`config.mk`:
```
export PLATFORM = sky130hd
export DESIGN_NAME = muxn_rr_reg
export DESIGN_NICKNAME = d
export VERILOG_FILES = /design/src/rtl/muxn_rr_reg.sv
export SDC_FILE = /design/constraint.sdc
export NUM_CORES = 1
export LEC_CHECK = 0
export ABC_CLOCK_PERIOD_IN_PS = 3470
export CORE_MARGIN = 1.5
export CORE_UTILIZATION = 30
export DETAILED_ROUTE_END_ITERATION = 10
export HOLD_SLACK_MARGIN = 0.1
export PLACE_DENSITY = 0.73
export SETUP_SLACK_MARGIN = 0.02
export SYNTH_ARGS = -nofsm -noshare
export SYNTH_HDL_FRONTEND = slang
export SYNTH_SLANG_ARGS = --single-unit
```
`constraint.sdc`:
```
create_clock -name clk -period 3.47 [get_ports clk]
set_input_delay 0.347 -clock clk [delete_from_list [all_inputs] [get_ports clk]]
set_output_delay 0.347 -clock clk [all_outputs]
set_load 0.01 [all_outputs]
```
`src/rtl/muxn_rr_reg.sv`:
```
// M-input registered channel selector, fixed-select or round-robin, valid/ready on both sides.
// One cycle from input transfer to out_valid; a stalled output holds its beat and drops every in_ready.
module muxn_rr_reg #(
  parameter int N = 32,
  parameter int M = 4,
  localparam int SELW = $clog2(M)
) (
  input  logic            clk,
  input  logic            reset,
  input  logic            mode,
  input  logic [SELW-1:0] sel,
  input  logic [M*N-1:0]  in_data,
  input  logic [M-1:0]    in_valid,
  output logic [M-1:0]    in_ready,
  output logic [N-1:0]    out_data,
  output logic [SELW-1:0] out_chan,
  output logic            out_valid,
  input  logic            out_ready
);

  logic [SELW-1:0] ptr;
  logic [SELW-1:0] next_ptr;
  logic [M-1:0]    grant;
  logic [SELW-1:0] gidx;
  logic [N-1:0]    gdata;
  logic            load_en;
  logic            in_xfer;
  logic            found;
  int              j;

  assign load_en = !out_valid || out_ready;

  // Round-robin search walks ptr, ptr+1, ... and wraps at M, so it never touches
  // indices >= M even when M is not a power of two.
  always_comb begin
    grant = '0;
    found = 1'b0;
    j     = 0;
    if (mode == 1'b0) begin
      if (int'(sel) < M) grant[sel] = in_valid[sel];
    end else begin
      for (int k = 0; k < M; k++) begin
        j = int'(ptr) + k;
        if (j >= M) j = j - M;
        if (!found && in_valid[j]) begin
          grant[j] = 1'b1;
          found    = 1'b1;
        end
      end
    end
  end

  always_comb begin
    gidx  = '0;
    gdata = '0;
    for (int i = 0; i < M; i++) begin
      if (grant[i]) begin
        gidx  = SELW'(i);
        gdata = in_data[i*N +: N];
      end
    end
  end

  assign next_ptr = (gidx == SELW'(M-1)) ? '0 : gidx + 1'b1;
  assign in_ready = grant & {M{load_en && !reset}};
  assign in_xfer  = |in_ready;

  always_ff @(posedge clk) begin
    if (reset) begin
      out_valid <= 1'b0;
      out_data  <= '0;
      out_chan  <= '0;
      ptr       <= '0;
    end else if (load_en) begin
      out_valid <= in_xfer;
      if (in_xfer) begin
        out_data <= gdata;
        out_chan <= gidx;
        if (mode) ptr <= next_ptr;
      end
    end
  end

endmodule
```
======== Word-level counts from Yosys, hierarchy flattened ========
Cells that the tools add are included.
W data, S select, Z words.
storage, ports and cells
  register bits ........................... 37
cells by class
  $add $sub $neg .......................... 8
  magnitude comparators ................... 14
  equality and inequality tests ........... 1
  multiplexer cells ....................... 54
  bitwise operators ....................... 5
  reductions and logical operators ........ 18
operators by type and width
  kind                   number
  $mux W32               12
  $ge A32 B1 Y1 const B  4
  $lt A32 B4 Y1 const B  4
  $mux W4                8
  $mux W1                21
  $or A4 B4 Y4           3
  $sub A3 B3 Y4 const B  3
  $bmux W1 S2            5
  $demux W1 S2           5
  $ge A3 B3 Y1 const B   3
  $logic_and A1 B1 Y1    9
  $and A4 B4 Y4          2
  $add A2 B2 Y3 const B  2
  $mux W2                3
  $logic_not A1 Y1       5
  $reduce_or A4 Y1       1
  $sub A2 B3 Y4 const B  1
  $add A2 B1 Y3 const B  1
  $ge A2 B3 Y1 const B   1
  $lt A2 B3 Y1 const B   1
  $reduce_and A3 Y1      1
  $add A2 B1 Y2 const B  1
  $eq A2 B2 Y1 const B   1
  $ge A2 B1 Y1 const B   1
  2 further kinds        2

======== Longest topological paths before layout ========
Gate-level depths: netlist of the first run.
  word-level depth ........................ 25
  mapped depth ............................ 12
  mapped depth without buffers ............ 9

======== Worst setup path after synthesis of the first run ========
Ideal clock, no wire load.
  path type ............................... register to register
  from .................................... reg ptr[0]
  to ...................................... reg out_data[1]
  library setup time ...................... 87 ps
  arrival time ............................ 2997 ps
  data required time ...................... 3383 ps
  path slack .............................. 386 ps
  cell stages (with the launch flop) ...... 12
  buffers on the path ..................... 2
  clock period less this slack ............ 3084 ps
  path through ............................ dfxtp_1 -> inv_2 -> ha_1 -> or3b_1 -> a2111oi_4 -> o31ai_1 -> a31oi_4 -> nor2b_1 -> buf_2 -> buf_2 -> a221oi_1 -> o31ai_1
on the way
  cells in the longest elaborated chain, start to end .. 24
  elaborated cells between the ends (all ways) .. 81
  classes of those cells .................. add/sub: 7; order compare: 12; mux: 46; bitwise: 4; reduce/logical: 12
ends and longest elaborated chain
  element                                                                 line  text
  from (decl)                                                             21    logic [SELW-1:0] ptr;
  from (signal assigned)                                                  79    if (mode) ptr <= next_ptr;
  parallel branches: the longest is 18 deep, another holds $ge A32 B1 Y1  --
  $mux W4 (*)                                                             45    if (!found && in_valid[j]) begin
  $mux W4 (*)                                                             39    if (mode == 1'b0) begin
  $mux W32 (4 in a row)                                                   57    if (grant[i]) begin
  to (signal assigned)                                                    77    out_data <= gdata;
  to (decl)                                                               15    output logic [N-1:0] out_data,
Mark *: on every way between the ends. The select of a mux whose other input is x is not followed.
A chain may end at the register's enable or synchronous reset.

======== Worst setup path after layout of the first run ========
  from .................................... reg ptr[1]
  to ...................................... out in_ready[2]
on the way
  cells in the longest elaborated chain, start to end .. 21
  elaborated cells between the ends (all ways) .. 75
  classes of those cells .................. add/sub: 7; order compare: 12; mux: 42; bitwise: 4; reduce/logical: 10
ends and longest elaborated chain
  element                                                                 line  text
  parallel branches: the longest is 18 deep, another holds $ge A32 B1 Y1  --
  $mux W4 (*)                                                             45
  $mux W4 (*)                                                             39
  $and A4 B4 Y4 (*)                                                       65    assign in_ready = grant & {M{load_en && !reset}};
  to (decl)                                                               14    output logic [M-1:0] in_ready,
Marked as above.

==> results.txt, run 1 <==
Syn Nets - 490
share of layout cells above drive strength 1 - 8.67%
RSZ-0062 raised after global routing - false
drt drc - 0
setup ws final - 0.156 ns
power density over the cells - 331 nW/um^2
DIE WIDTH - 99.3 um
placed inst area - 4740 sq um
sequential cell area - 741 sq um
final hold vios - 0
TNS Setup - 0 ns
CP Capture Type - primary output
Ant. Diodes - 0
Core ar. - 8850 sq um
Lkg Pwr - 1.93 nW
routed vias/inst - 5.38
Die Ht - 99.3 um
Post-DRT Antenna Nets - 0
synth warn - 0
GRT Total Usage - 21.1%
root buffer cell - clkbuf_8
initial detailed-routing violation count - 106
overflow left after global routing - 0
sequential area share after synthesis - 26.6%
Slew Viols, Final - 0
maximum clock rate - 302 MHz
largest net degree at the start of global routing - 38
DR pass1 iterations - 4
port bufs - 176
worst endpoint required time - 3.12 ns
H-tree levels - 2
Reg clk slew, reported paths - 0.08 ns
Avg Inst Size Synth - 8.07 sq um
WP data arrival - 2.97 ns
clk_lat worst skew - 0.28 ns
initial antenna violation count - 0
vias - 3374
startpoint class of the critical path - flip-flop
Worst-Margin Slew - 0.544 ns
Num CTS Buffers - 5
DP HPWL - 7870 um
Final Cycle Share - 95.5%
pre-CTS WS - 0.152 ns
via count of the first global-routing pass - 3482
die area - 9870 sq um
commonest non-fill, non-tap cell in the layout - clkdlybuf4s50_1
Fill cells - 832
WS Path Type - reg -> out
commonest non-fill, non-tap cells in the layout - 174 x clkdlybuf4s50_1, 38 x nor2_1, 37 x dfxtp_1
Mapped Area - 2780 sq um
final core utilization - 55.0%
first-pass GRT wire length - 16700 um
global placement routability congestion - 0.882
outcome - finished clean
Final setup viols - 0
Max transition margin - 63.4%
routed wire length - 10600 um
Routed WL per cell - 16.9 um
clk buf depth - 2
Final min period - 3.31 ns
Clock Sinks - 37
CP Max Fanout - 5
Peak supply drop - 0.127 mV
CTS tree - yes
Initial Util - 31.5%
area grow syn2layout - 74.7%
Unique masters post-synth - 38
design area - 4860 sq um
final net count - 663
# rows - 34
clk_skew - 0.00971 ns
Worst Hold Class - reg -> reg
Max Cap Viol - 0
footprint of the multi-input gates - 1940 sq um
I/O pin cnt - 177
synthesized flop and latch total - 37
Mapped Cells - 345
## cell families after synthesis
kind of cell / after synthesis / synth area share (%)
compound gates: 160 / 43.1
mux: 3 / 2.43
buf+inv: 41 / 6.07
fa+ha+maj: 7 / 3.15
simple gates: 97 / 18.6
flops: 37 / 26.6
## per-stage QoR
stage	instances	total power, mW	hold WS, ns
floorplan	345	0.897	0.481
global placement	618	1.30	0.444
detailed placement	618	1.32	0.454
CTS	626	1.63	0.466
global route	627	1.71	0.490
finish	627	1.61	0.462
## critical path, cell delays in order (launching register included)
cell,delay (ns)
dfxtp_1,0.32
inv_1,0.17
ha_4,0.25
or3b_1,0.40
a2111oi_4,0.49
o311ai_1,0.20
o211ai_4,0.12
and2_1,0.20
clkdlybuf4s50_1,0.55
## final timing paths
check / startpoint / to / slack [ns] / depth (start not counted)
max reg2reg: ptr[1]$_SDFFE_PP0P_ / out_data[16]$_SDFFE_PP0P_ / 0.40 / 11
max: ptr[1]$_SDFFE_PP0P_ / in_ready[2] / 0.16 / 8
min reg2reg: out_chan[0]$_SDFFE_PP0P_ / out_chan[0]$_SDFFE_PP0P_ / 0.46 / 2
min: out_chan[0]$_SDFFE_PP0P_ / out_chan[0]$_SDFFE_PP0P_ / 0.46 / 2
## layout make-up
type                            instances  share of cell area (%)
Multi-Input combinational cell        267                    39.9
Sequential cell                        37                    15.2
Clock inverter                          1                   0.154
Tap cell                              108                    2.78
Inverter                                9                   0.695
Timing Repair Buffer                  198                    39.7
Clock buffer                            7                    1.57
## state kept, by name (all words and copies together), names as in the netlist
signal,cells
ptr,2
out_chan,2
out_data,32
out_valid,1
## where the power goes
| part | leakage, nW | internal (mW) | switching [mW] |
|---|---|---|---|
| sequential | 0.307 | 0.493 | 0.0291 |
| combinational | 1.58 | 0.439 | 0.345 |
| clock | 0.0385 | 0.142 | 0.160 |
| total | 1.93 | 1.07 | 0.535 |
## layer usage
metal  part of all wire, %  wire, um  vias to the layer above  track usage, %
met5                     0         0                        -               0
met4                   2.4       259                        0            6.18
met3                   6.3       664                       20            4.57
met2                    52      5460                      132            38.9
met1                    40      4200                     1573            24.2
li1                      -         -                     1649               -
## cells in the mapped netlist (all sizes together)
master / n / area, sq um
o21ai: 35 / 175
dfxtp: 37 / 741
ha: 7 / 87.6
a21o: 32 / 240
nand4: 1 / 6.26
o21bai: 1 / 7.51
clkbuf: 24 / 90.1
a21oi: 9 / 45.0
o31ai: 35 / 263
a221oi: 32 / 280
inv: 9 / 33.8
nor2: 38 / 143
mux4: 3 / 67.6
buf: 8 / 45.0
or3b: 1 / 8.76
and3: 1 / 6.26
o311ai: 1 / 8.76
nor4: 2 / 18.8
a31o: 2 / 17.5
nand2b: 7 / 43.8
a31oi: 4 / 40.0
a2111oi: 1 / 27.5
nor2b: 37 / 231
o211ai: 1 / 12.5
nor3: 2 / 15.0
nand2: 3 / 11.3
o31a: 2 / 17.5
o32a: 3 / 30.0
o41ai: 1 / 27.5
o32ai: 1 / 8.76
nand3b: 1 / 7.51
and2: 3 / 18.8
or4: 1 / 7.51
## repair_timing
item | 4_1_cts | 5_1_grt
gates resized for setup | 0 | 5
hold buffers | 0 | 0
endpoints found under the setup margin | 1 | 3
pin swaps | 1 | 1
cloned | 0 | 0
setup buffers | 0 | 1
Power figures use the tool's default switching activity.
==> run 2, diff against run 1 <==
--- a/config.mk
+++ b/config.mk
@@ -12,6 +12,7 @@
 export HOLD_SLACK_MARGIN = 0.1
 export PLACE_DENSITY = 0.73
 export SETUP_SLACK_MARGIN = 0.02
+export SLEW_MARGIN = 20
 export SYNTH_ARGS = -nofsm -noshare
 export SYNTH_HDL_FRONTEND = slang
 export SYNTH_SLANG_ARGS = --single-unit
==> results of run 2 <==
No change in the layout: final DEF, timing and power equal those of run 1.
